File: config.mk
export PLATFORM = sky130hd
export DESIGN_NAME = multicycle_sequencer
export DESIGN_NICKNAME = d
export VERILOG_FILES = /design/src/rtl/multicycle_sequencer.sv
export SDC_FILE = /design/constraint.sdc
export NUM_CORES = 1
export LEC_CHECK = 0
export BUFFER_PORTS_ARGS = -buffer_cell sky130_fd_sc_hd__buf_4
export CAP_MARGIN = 5
export CORE_ASPECT_RATIO = 1.25
export CORE_MARGIN = 2
export CORE_UTILIZATION = 40
export DETAILED_ROUTE_END_ITERATION = 12
export GPL_TIMING_DRIVEN = 0
export HOLD_SLACK_MARGIN = 0.08
export PLACE_DENSITY = 0.68
export SYNTH_ARGS = -nofsm -noshare
export SYNTH_HDL_FRONTEND = slang
export SYNTH_SLANG_ARGS = --single-unit
File: constraint.sdc
create_clock -name clk -period 2.4 [get_ports clk]
set_input_delay 0.48 -clock clk [delete_from_list [all_inputs] [get_ports clk]]
set_output_delay 0.48 -clock clk [all_outputs]
set_load 0.02 [all_outputs]
File: src/rtl/multicycle_sequencer.sv
// Multi-cycle control FSM: sequences IF/ID/EX/MEM/WB, decodes opcode into datapath strobes,
// and handles debug halt/single-step, sticky fault trapping and the retired-instruction count.
module multicycle_sequencer #(
   parameter int CNT_W       = 32,
   parameter int MEM_TIMEOUT = 16
) (
   input  logic             clk,
   input  logic             rst,
   input  logic [6:0]       opcode,
   input  logic             mem_ready,
   input  logic             branch_taken,
   input  logic             halt_req,
   input  logic             step_req,
   output logic             ir_we,
   output logic             pc_we,
   output logic [1:0]       pc_sel,
   output logic             reg_we,
   output logic             mem_re,
   output logic             mem_we,
   output logic [2:0]       state,
   output logic             halted,
   output logic [1:0]       fault_cause,
   output logic [CNT_W-1:0] instret
);

   localparam int WAIT_W = (MEM_TIMEOUT < 2) ? 1 : $clog2(MEM_TIMEOUT + 1);

   localparam logic [2:0] S_IF   = 3'd0;
   localparam logic [2:0] S_ID   = 3'd1;
   localparam logic [2:0] S_EX   = 3'd2;
   localparam logic [2:0] S_MEM  = 3'd3;
   localparam logic [2:0] S_WB   = 3'd4;
   localparam logic [2:0] S_HALT = 3'd5;
   localparam logic [2:0] S_TRAP = 3'd6;

   localparam logic [6:0] OP_R      = 7'b0110011;
   localparam logic [6:0] OP_I      = 7'b0010011;
   localparam logic [6:0] OP_LOAD   = 7'b0000011;
   localparam logic [6:0] OP_STORE  = 7'b0100011;
   localparam logic [6:0] OP_BRANCH = 7'b1100011;
   localparam logic [6:0] OP_JAL    = 7'b1101111;
   localparam logic [6:0] OP_JALR   = 7'b1100111;
   localparam logic [6:0] OP_LUI    = 7'b0110111;
   localparam logic [6:0] OP_AUIPC  = 7'b0010111;

   localparam logic [1:0] FC_ILLEGAL = 2'd1;
   localparam logic [1:0] FC_TIMEOUT = 2'd2;

   logic [2:0]        r_state;
   logic [WAIT_W-1:0] r_wait_cnt;
   logic [1:0]        r_fault;
   logic [CNT_W-1:0]  r_instret;

   logic       w_is_load, w_is_store, w_is_branch, w_is_jal, w_is_jalr, w_legal;
   logic       w_mem_state, w_timeout;
   logic [2:0] w_next;
   logic       w_ir_we, w_pc_we, w_reg_we, w_mem_re, w_mem_we, w_retire;
   logic [1:0] w_pc_sel;
   logic       w_set_fault;
   logic [1:0] w_fault_val;

   assign w_is_load   = (opcode == OP_LOAD);
   assign w_is_store  = (opcode == OP_STORE);
   assign w_is_branch = (opcode == OP_BRANCH);
   assign w_is_jal    = (opcode == OP_JAL);
   assign w_is_jalr   = (opcode == OP_JALR);
   assign w_legal     = (opcode == OP_R) || (opcode == OP_I) || w_is_load || w_is_store ||
                        w_is_branch || w_is_jal || w_is_jalr || (opcode == OP_LUI) ||
                        (opcode == OP_AUIPC);

   // The wait that would be the MEM_TIMEOUT-th consecutive miss traps instead of strobing.
   assign w_mem_state = (r_state == S_IF) || (r_state == S_MEM);
   assign w_timeout   = w_mem_state && !mem_ready &&
                        (r_wait_cnt == WAIT_W'(MEM_TIMEOUT - 1));

   always_comb begin
      // NOTE: every signal gets a default first so no path through the case infers a latch.
      w_next      = r_state;
      w_ir_we     = 1'b0;
      w_reg_we    = 1'b0;
      w_mem_re    = 1'b0;
      w_mem_we    = 1'b0;
      w_retire    = 1'b0;
      w_pc_sel    = 2'd0;
      w_set_fault = 1'b0;
      w_fault_val = 2'd0;
      case (r_state)
         S_IF: begin
            if (w_timeout) begin
               w_next      = S_TRAP;
               w_set_fault = 1'b1;
               w_fault_val = FC_TIMEOUT;
            end else begin
               w_mem_re = 1'b1;
               if (mem_ready) begin
                  w_ir_we = 1'b1;
                  w_next  = S_ID;
               end
            end
         end
         S_ID: begin
            if (!w_legal) begin
               w_next      = S_TRAP;
               w_set_fault = 1'b1;
               w_fault_val = FC_ILLEGAL;
            end else begin
               w_next = S_EX;
            end
         end
         S_EX: begin
            if (w_is_load || w_is_store) begin
               w_next = S_MEM;
            end else if (w_is_branch) begin
               w_retire = 1'b1;
               w_pc_sel = {1'b0, branch_taken};
            end else begin
               w_next = S_WB;
            end
         end
         S_MEM: begin
            if (w_timeout) begin
               w_next      = S_TRAP;
               w_set_fault = 1'b1;
               w_fault_val = FC_TIMEOUT;
            end else if (w_is_store) begin
               w_mem_we = 1'b1;
               w_retire = mem_ready;
            end else begin
               w_mem_re = 1'b1;
               if (mem_ready) w_next = S_WB;
            end
         end
         S_WB: begin
            w_reg_we = 1'b1;
            w_retire = 1'b1;
            w_pc_sel = w_is_jal ? 2'd2 : (w_is_jalr ? 2'd3 : 2'd0);
         end
         S_HALT: begin
            if (step_req || !halt_req) w_next = S_IF;
         end
         S_TRAP: w_next = S_TRAP;
         default: w_next = S_IF;
      endcase
      w_pc_we = w_retire;
      if (w_retire) w_next = halt_req ? S_HALT : S_IF;
   end

   // Strobes are gated by rst so a reset cycle never writes anything, even mid-instruction.
   assign ir_we       = rst & w_ir_we;
   assign pc_we       = rst & w_pc_we;
   assign reg_we      = rst & w_reg_we;
   assign mem_re      = rst & w_mem_re;
   assign mem_we      = rst & w_mem_we;
   assign pc_sel      = rst ? w_pc_sel : 2'd0;
   assign state       = r_state;
   assign halted      = (r_state == S_HALT);
   assign fault_cause = r_fault;
   assign instret     = r_instret;

   // NOTE: sequential state uses non-blocking assignments so all registers update together.
   always_ff @(posedge clk) begin
      if (!rst) begin
         r_state    <= S_IF;
         r_wait_cnt <= '0;
         r_fault    <= 2'd0;
         r_instret  <= '0;
      end else begin
         r_state <= w_next;
         if (w_mem_state && !mem_ready && (w_next == r_state))
            r_wait_cnt <= r_wait_cnt + WAIT_W'(1);
         else
            r_wait_cnt <= '0;
         if (w_set_fault) r_fault <= w_fault_val;
         if (w_retire)    r_instret <= r_instret + CNT_W'(1);
      end
   end

endmodule

Word-level counts from Yosys, hierarchy flattened
Cells that the tools add are included.
{"block": "totals", "reg_bits": 42, "wordCells": 87, "out_inout_bits": 45, "in_bits": 13}
{"block": "op_classes", "bitwise": 5, "muxes": 40, "eq_ne": 17, "n_reduce_logical": 19, "add_sub_neg": 2}
{"operator": "3-bit 2-to-1 mux", "n": 11}
{"operator": "32-bit by 1-bit adder with 32-bit output, second input constant", "n": 1}
{"operator": "7-bit by 6-bit == test with 1-bit output, second input constant", "n": 3}
{"operator": "7-bit == test, second input constant", "n": 3}
{"operator": "3-bit case mux with 7 select lines", "n": 1}
{"operator": "1-bit 2-to-1 mux", "n": 19}
{"operator": "7-bit by 5-bit == test with 1-bit output, second input constant", "n": 2}
{"operator": "1-bit logical OR", "n": 11}
{"operator": "3-bit == test, second input constant", "n": 3}
{"operator": "2-bit 2-to-1 mux", "n": 4}
{"operator": "2-bit case mux with 2 select lines", "n": 2}
{"operator": "7-bit by 2-bit == test with 1-bit output, second input constant", "n": 1}
{"operator": "3-bit by 2-bit == test with 1-bit output, second input constant", "n": 2}
{"operator": "5-bit by 1-bit adder with 5-bit output, second input constant", "n": 1}
{"operator": "1-bit bitwise AND", "n": 5}
{"operator": "5-bit by 4-bit == test with 1-bit output, second input constant", "n": 1}
{"operator": "1-bit case mux with 2 select lines", "n": 2}
{"operator": "3-bit by 1-bit == test with 1-bit output, second input constant", "n": 1}
{"operator": "3-bit == test", "n": 1}
{"operator": "1-bit logical AND", "n": 3}
{"operator": "3-bit zero test", "n": 1}
{"operator": "1-bit case mux with 3 select lines", "n": 1}
{"operator": "1-bit zero test", "n": 2}
{"operator": "2-bit AND reduction", "n": 1}
{"operator": "2-bit OR reduction", "n": 1}

Depth between registers and ports, before layout
Gate-level depths: netlist of run 1.
{"block": "depth", "ltp_word": 15, "mapped_depth": 8, "depth_no_buf": 8}

Worst setup path before layout of run 1
OpenSTA, ideal clock, no wires.
{"block": "synth_path", "kind": "in2out", "from": "input opcode[6]", "to": "output pc_we", "t_arrival_ps": 1879, "stages": 7, "required_time_ps": 1920, "slack_ps": 41, "path_buffers": 3, "cell_sequence": "buf_2 -> nand3b_4 -> a2111oi_4 -> a21oi_2 -> buf_2 -> buf_2 -> nor2_1"}
{"block": "synth_between", "elab_chain_len": 5, "elab_cells_between_ends": 10, "classes_between": "eq/ne (3); mux (5); bitwise (1); reduce/logical (1)"}
{"item": "start: declaration", "line_no": "9", "text": "input logic [6:0] opcode,"}
{"item": "7-bit by 6-bit == test with 1-bit output (tied with other cells)", "line_no": "63", "text": "assign w_is_store = (opcode == OP_STORE);"}
{"item": "1-bit 2-to-1 mux (tied with other cells)", "line_no": "125", "text": "end else if (w_is_store) begin"}
{"item": "1-bit 2-to-1 mux, on equally long branches", "line_no": "121, 111"}
{"item": "1-bit case mux with 3 select lines *", "line_no": "87", "text": "case (r_state)"}
{"item": "1-bit bitwise AND *", "line_no": "150", "text": "assign pc_we = rst & w_pc_we;"}
{"item": "end: declaration", "line_no": "15", "text": "output logic pc_we,"}
Mark *: on every way between the ends. The rest lies on a longest branch, timed or not.

Final worst setup path of run 1
{"block": "layout_path", "from": "register r_state[0], in the netlist state[0]", "to": "output pc_we"}
{"block": "layout_between", "elab_chain_len": 7, "elab_cells_between_ends": 10, "classes_between": "eq/ne (3); mux (2); bitwise (1); reduce/logical (4)"}
{"item": "start: declaration", "line_no": "49", "text": "logic [2:0] r_state;"}
{"item": "start signal: assignment", "line_no": "168", "text": "r_state <= w_next;"}
{"item": "3-bit by 2-bit == test with 1-bit output / 3-bit zero test (equally long branches)", "line_no": "72, 87"}
{"item": "1-bit logical OR", "line_no": "72", "text": "assign w_mem_state = (r_state == S_IF) || (r_state == S_MEM);"}
{"item": "1-bit logical AND (2 in series)", "line_no": "73", "text": "assign w_timeout = w_mem_state && !mem_ready &&"}
{"item": "1-bit 2-to-1 mux", "line_no": "121", "text": "if (w_timeout) begin"}
{"item": "1-bit case mux with 3 select lines *", "line_no": "87"}
{"item": "1-bit bitwise AND *", "line_no": "150"}
Marked as above.

==> summary.txt, run 1 <==
Timing
  • Final setup fails: 0
  • Worst Skew: roughly 0.008 ns
  • Final Hold Vio Count: 0
  • Fin. max-slew vios: 0
  • Tmin final: 2.31 ns
  • Slew margin rel.: 45.8%
  • Transition time of the tightest slew-check pin: between 0.8 and 0.9 ns
  • Crit share post-route: between 90% and 100%
  • F_max: about 430 MHz
  • RSZ-0062 raised after global routing: false

Power and ir drop
  • Combinational fraction of design power: 37.1%
  • Switching pwr: between 800 and 900 uW
  • Leak: 1.13 nW
  • P_int: approximately 1.3 mW
  • Maximum VDD drop: roughly 0.62 mV
  • Power density over cell area: roughly 700 mW/mm^2
  • Clock network power share: roughly 26%
  • Sequential share of power: between 30% and 40%
  • Sw Ratio: 38.5%
  • Tot Pwr: 2.17 mW

Placed design
  • HPWL after detailed placement: 5230 microns
  • I/O Buffers: 55
  • RD Place Congestion: 0.892
  • Placed Cells: 445
  • Placed inst area: about 0.0030 sq mm

Floorplanning
  • # rows: 31
  • I/O Pins: between 50 and 60
  • Die H: approximately 90 microns
  • Core Box Area: ~0.006 sq mm
  • Die area: around 0.0068 sq mm
  • Die Wd: roughly 74 microns
  • Initial cell density of the core: about two fifths

Logic synthesis
  • Seq cells post-synth: 42
  • Async SR Flop Fraction: 0%
  • Sequential area share after synthesis: between 30 and 40%
  • Syn Area/Cell: 7.94 sq um
  • Number of distinct library cells after synthesis: 50
  • Post-Syn Area: about 0.0024 sq mm
  • Synth warn: 0
  • Syn Inst Count: between 300 and 400
  • Top FF cell, synth: dfxtp_1
  • Synth Net Count: about 320
  • Number of synthesized flops with an enable pin: 0

Clock tree
  • Hold-fix buffers at CTS: 0
  • Clk pin slew, worst setup/hold paths: approximately 0.08 ns
  • Worst-skew pair later-pin latency: around 0.30 ns
  • Num Clock Sinks: between 40 and 50
  • Clock buffer depth: 2
  • CTS H-tree depth: 2
  • Clock Root Buffer: clkbuf_8
  • Inserted Clock Buffers: 5
  • TritonCTS clock tree: done

Detailed routing
  • Routed length per instance: 15.8 microns
  • Remaining antenna violation count: 0
  • DR vias: approximately 2700
  • DRC errors left: 0
  • Via density: between 5 and 6
  • WL final: between 7000 and 8000 microns
  • Iteration-0 DRC Markers: between 150 and 200
  • TritonRoute pass-1 iters: 5

Finish
  • Share of cells above drive strength 1: between 20% and 30%
  • Final net count: 389
  • Final cell count without fillers: approximately 460
  • Commonest non-fill, non-tap cells in the layout: buf_4, dfxtp_1, a21oi_1
  • Number of fillers in the final layout: 572
  • Synthesis-to-finish area growth: 29.8%
  • Commonest non-fill, non-tap cell in the layout: buf_4
  • Fin util: 54.2%
  • # diodes: 0
  • Fin area: 0.00317 sq mm

Global routing
  • Pin count of the biggest net entering global routing: 13
  • Antenna violations before repair: 0
  • First-pass GRT wire length: about 12000 microns
  • Number of global-route vias before repair: around 2500
  • Total grt overflow: 0
  • GRT Total Usage: roughly 22%

Critical path
  • CP most frequent cell: buf_4
  • CP top delay family: buffers and inverters
  • WP data arrival: approximately 1.8 ns
  • Slowest cell on the critical path: dfxtp_2
  • Crit path capture type: output pin
  • R2R cell count: 5
  • WP buf/inv: 3
  • Crit path kind: flip-flop to output pin
  • Setup crit start kind: flip-flop
  • Critical Path Stages: 7
  • Worst path cell trace: nand3b_4 -> a2111oi_4 -> buf_4 -> a21oi_4 -> buf_6 -> nor2_4 -> buf_4
  • Worst endpoint required time: between 1.5 and 2 ns
  • Crit-path max cell delay: around 0.41 ns
  • Reg2reg setup slack: roughly 0.16 ns
  • Critical-path maximum fanout: 10

Hold path
  • Hold WC Path Type: input pin to flip-flop
  • Hold Path Depth: 3

Job
  • Max_cap viols: 0

Status
  • Status: completed
[registers in the layout, summed over array words and instances, names as in the netlist]
signal       flops
instret         32
fault_cause      2
state            3
r_wait_cnt       5
[through the flow]
step	setup TNS [ns]	hold WS [ns]	worst slack, ns
global placement	-0.482	0.452	-0.256
detailed placement	-0.540	0.461	-0.241
CTS	0	0.425	0.00921
floorplan	0	0.497	0.0407
finish	0	0.423	0.0919
global route	0	0.423	0.00650
[power groups by stage]
| stage | clock network (mW) | registers, mW | logic, mW |
|---|---|---|---|
| 2_1_floorplan | 0 | 0.835 | 0.444 |
| 3_3_place_gp | 0 | 0.811 | 0.739 |
| 3_5_place_dp | 0 | 0.812 | 0.739 |
| 4_1_cts | 0.570 | 0.803 | 0.791 |
| 5_1_grt | 0.596 | 0.814 | 0.871 |
| 6_report | 0.560 | 0.805 | 0.805 |
[Yosys cell counts, drive strengths merged, types with 2 or more instances]
library cell / count / area, sq um
or3: 6 / 37.5
nor3: 9 / 45.0
a21oi: 38 / 194
and2: 5 / 31.3
nand2: 28 / 105
nand4b: 2 / 17.5
or4: 19 / 143
clkbuf: 17 / 65.1
nor4: 4 / 25.0
nor3b: 3 / 22.5
o21ai: 9 / 45.0
o41ai: 5 / 43.8
o21bai: 2 / 15.0
inv: 8 / 30.0
dfxtp: 42 / 841
buf: 4 / 20.0
nand3b: 2 / 27.5
nor2: 11 / 41.3
nand4: 15 / 93.8
o311ai: 4 / 35.0
ha: 3 / 37.5
nand2b: 11 / 68.8
mux2i: 2 / 20.0
o31ai: 17 / 128
nand3: 15 / 75.1
and3: 5 / 31.3
xnor2: 2 / 17.5
[routing by layer]
layer  part of all wire [%]  vias up  global-route usage [%]
li1                       -     1311                       -
met1                     42     1255                    29.4
met2                     49      101                    35.3
met3                    6.4       12                    3.77
met4                    1.8        0                    7.58
met5                      0        -                       0
[worst register-to-register path: stages, from the launching register on]
cell and delay, ns:
dfxtp_1 0.45, nand2_1 0.14, nor4_1 0.72, nand4_1 0.27, or4_1 0.45, a21oi_1 0.14
[worst paths after layout]
path	from	endpoint
setup / recovery	state[0]$_SDFF_PN0_	pc_we
hold / removal	halt_req	state[0]$_SDFF_PN0_
setup reg to reg	instret[13]$_SDFFE_PN0P_	instret[31]$_SDFFE_PN0P_
hold reg to reg	fault_cause[0]$_SDFFE_PN0P_	fault_cause[0]$_SDFFE_PN0P_
[cells by family after synthesis]
kind of cell    Yosys count  synth area share, %
compound gates           87                 23.8
xor+xnor                  3                 1.07
fa+ha+maj                 3                 1.54
buf+inv                  29                 4.71
flops                    42                 34.4
mux                       2                0.819
simple gates            142                 33.6
[cell type report]
type | instances | area, sq um | share of cell area (%)
flip-flops and latches | 42 | 843 | 26.6
clock buffers | 7 | 76.3 | 2.41
well taps | 82 | 103 | 3.23
inverters | 8 | 30.0 | 0.946
multi-input cells | 237 | 1560 | 49.1
plain buffers | 20 | 88.8 | 2.80
repair buffers | 59 | 443 | 14.0
clock inverters | 1 | 30.0 | 0.946
[what timing repair did]
action                                  4_1_cts  5_1_grt
endpoints found under the setup margin        3       20
setup buffers                                 2        2
pin swaps                                     2        2
gates resized for setup                      12       10
Power figures use the tool's default switching activity.
==> run 2: changes to the inputs <==
--- a/config.mk
+++ b/config.mk
@@ -14,6 +14,7 @@
 export GPL_TIMING_DRIVEN = 0
 export HOLD_SLACK_MARGIN = 0.08
 export PLACE_DENSITY = 0.68
+export REMOVE_ABC_BUFFERS = 1
 export SYNTH_ARGS = -nofsm -noshare
 export SYNTH_HDL_FRONTEND = slang
 export SYNTH_SLANG_ARGS = --single-unit
==> summary.txt, run 2 (same netlist as run 1, synthesis figures left out) <==
Floorplanning
  • I/O Pins: 58 (unchanged)
  • Die H: 91.4 microns (unchanged)
  • Die Wd: 73.9 microns (unchanged)
  • Core Box Area: 0.00586 sq mm (unchanged)
  • Die area: 0.00676 sq mm (unchanged)
  • # rows: 31 (unchanged)
  • Initial cell density of the core: 41.7% (unchanged)

Timing
  • Final setup fails: 0 (unchanged)
  • Worst Skew: 0.0110 ns (+0.00290 ns)
  • F_max: 428 MHz (-1.2%)
  • Setup ws final: 0.0627 ns (-0.0292 ns)
  • Transition time of the tightest slew-check pin: 1.08 ns (+0.274 ns)
  • Final Hold Vio Count: 0 (unchanged)
  • Slew margin rel.: 28.0% (-18 points)
  • Tmin final: 2.34 ns (+0.0292 ns)
  • Fin. max-slew vios: 0 (unchanged)
  • Hold_ws: 0.425 ns (+0.00250 ns)
  • Crit share post-route: 97.4% (+1.2 points)

Clock tree
  • Hold-fix buffers at CTS: 0 (unchanged)
  • Clock Root Buffer: clkbuf_8
  • CTS H-tree depth: 2 (unchanged)
  • Clock buffer depth: 2 (unchanged)
  • Num Clock Sinks: 42 (unchanged)
  • Clk pin slew, worst setup/hold paths: 0.08 ns (about the same)
  • Inserted Clock Buffers: 5 (unchanged)
  • TritonCTS clock tree: done
  • Worst-skew pair later-pin latency: 0.30 ns (about the same)

Finish
  • Multi-input logic area: 0.00161 sq mm (+3.5%)
  • Commonest non-fill, non-tap cells in the layout: buf_4, dfxtp_1, a21oi_1
  • Synthesis-to-finish area growth: 31.8%
  • Share of cells above drive strength 1: 27.5% (+4.2 points)
  • Fin area: 0.00322 sq mm (+1.6%)
  • Final net count: 379 (-2.6%)
  • Commonest non-fill, non-tap cell in the layout: buf_4
  • # diodes: 0 (unchanged)
  • Number of fillers in the final layout: 561 (-1.9%)
  • FF/Latch Area: 851 sq um (+0.89%)
  • Fin util: 55.0% (+0.85 points)
  • Max reg flops: 32 (unchanged)

Critical path
  • Crit-path max cell delay: 0.38 ns (-0.03 ns)
  • Slowest cell on the critical path: dfxtp_1
  • Worst endpoint required time: 1.92 ns (about the same)
  • Crit path kind: flip-flop to output pin
  • Setup crit start kind: flip-flop
  • CP most frequent cell: ha_4
  • Worst path cell trace: ha_4 -> and3_4 -> ha_4 -> nor3b_4 -> o21ai_2 -> nor3b_2 -> buf_4
  • WP data arrival: 1.86 ns (+0.03 ns)
  • Critical-path maximum fanout: 4 (-6)
  • Crit path capture type: output pin

Detailed routing
  • WL final: 6880 microns (-4.3%)
  • DR vias: 2632 (-1.8%)
  • Remaining antenna violation count: 0 (unchanged)
  • TritonRoute pass-1 iters: 4 (-1)
  • Iteration-0 DRC Markers: 218 (+15%)
  • Routed length per instance: 15.4 microns (-2.2%)
  • Via density: 5.90 (+0.45%)
  • DRC errors left: 0 (unchanged)

Power and ir drop
  • Leak: 1.15 nW (+1.9%)
  • Power density over cell area: 662 mW/mm^2 (-3.3%)
  • Sw Ratio: 39.2% (+0.70 points)
  • Combinational fraction of design power: 38.7% (+1.6 points)
  • Maximum VDD drop: 0.467 mV (-25%)
  • P_int: 1.30 mW (-2.9%)
  • Clock network power share: 21.4% (-4.4 points)
  • Sequential share of power: 39.9% (+2.8 points)
  • Switching pwr: 836 uW (about the same)
  • Tot Pwr: 2.13 mW (-1.7%)

Global routing
  • Pin count of the biggest net entering global routing: 34 (+21)
  • Number of global-route vias before repair: 2299 (-6.5%)
  • GRT Total Usage: 19.8% (-2.3 points)
  • Antenna violations before repair: 0 (unchanged)
  • First-pass GRT wire length: 10700 microns (-9.9%)
  • Total grt overflow: 0 (unchanged)

Placed design
  • I/O Buffers: 57 (+3.6%)
  • RD Place Congestion: 0.833 (-6.6%)
  • HPWL after detailed placement: 4550 microns (-13%)
  • Placed inst area: 0.00293 sq mm (-1.2%)
  • Pre-CTS WS: -0.301 ns (-0.0609 ns)

Hold path
  • Hold WC Path Type: input pin to flip-flop

Job
  • Max_cap viols: 0 (unchanged)

Status
  • Status: completed
## run 2: changes by cell type in the layout (fill, tap and decap cells not counted), sizes merged
cell | previous run | this run
clkbuf | 24 | 7
buf | 62 | 67
clkinv | 0 | 2
a21oi | 38 | 39
bufinv | 1 | 0
## run 2: final timing paths
path | from | endpoint | slack (ns) | depth (start not counted)
min reg2reg | fault_cause[0]$_SDFFE_PN0P_ | fault_cause[0]$_SDFFE_PN0P_ | 0.48 | 2
min | halt_req | state[2]$_SDFF_PN0_ | 0.43 | 2
max | r_wait_cnt[1]$_SDFF_PN0_ | mem_re | 0.06 | 7
max reg2reg | instret[13]$_SDFFE_PN0P_ | instret[25]$_SDFFE_PN0P_ | 0.20 | 5
## run 2: per-layer routing
| layer | up-vias | track usage [%] | part of all wire (%) |
|---|---|---|---|
| met4 | 0 | 7.73 | 1.6 |
| met3 | 10 | 3.88 | 5.1 |
| met1 | 1235 | 25.7 | 45 |
| met5 | - | 0 | 0 |
| met2 | 88 | 31.8 | 49 |
| li1 | 1299 | - | - |
## run 2: critical path, delay by kind of cell (launching register included)
family	cells	cell delay, ns
buffers and inverters	1	0.17
flip-flops	1	0.38
AND/OR/NAND/NOR	3	0.60
adder cells (fa/ha/maj)	2	0.31
AO/OA/AOI/OAI	1	0.11
## run 2: area by class of cell
cell class                 count  area share (%)
clock inverter                 2           0.427
clock buffer                   6            2.25
inverter                       8           0.932
multi-input combinational    238            50.1
sequential                    42            26.4
timing repair buffer          68            16.7
tap                           82            3.18
## run 2: timing repair
item	in CTS	in global routing
gates cloned	1	1
gates resized for setup	14	17
endpoints found under the setup margin	16	7
buffers inserted	3	6
pin swaps	1	3
## run 2: metrics by stage
stage / cells / setup TNS (ns)
floorplan: 287 / -1.65
global placement: 426 / -17.50
detailed placement: 427 / -2.29
CTS: 439 / 0
global route: 446 / -0.00412
finish: 446 / 0
## run 2: power by group through the flow
stage | Combinational, mW | Sequential (mW) | Clock (mW)
4_1_cts | 0.715 | 0.853 | 0.469
6_report | 0.825 | 0.852 | 0.455
2_1_floorplan | 0.365 | 0.864 | 0
3_3_place_gp | 0.599 | 0.852 | 0
5_1_grt | 0.885 | 0.863 | 0.494
3_5_place_dp | 0.666 | 0.855 | 0
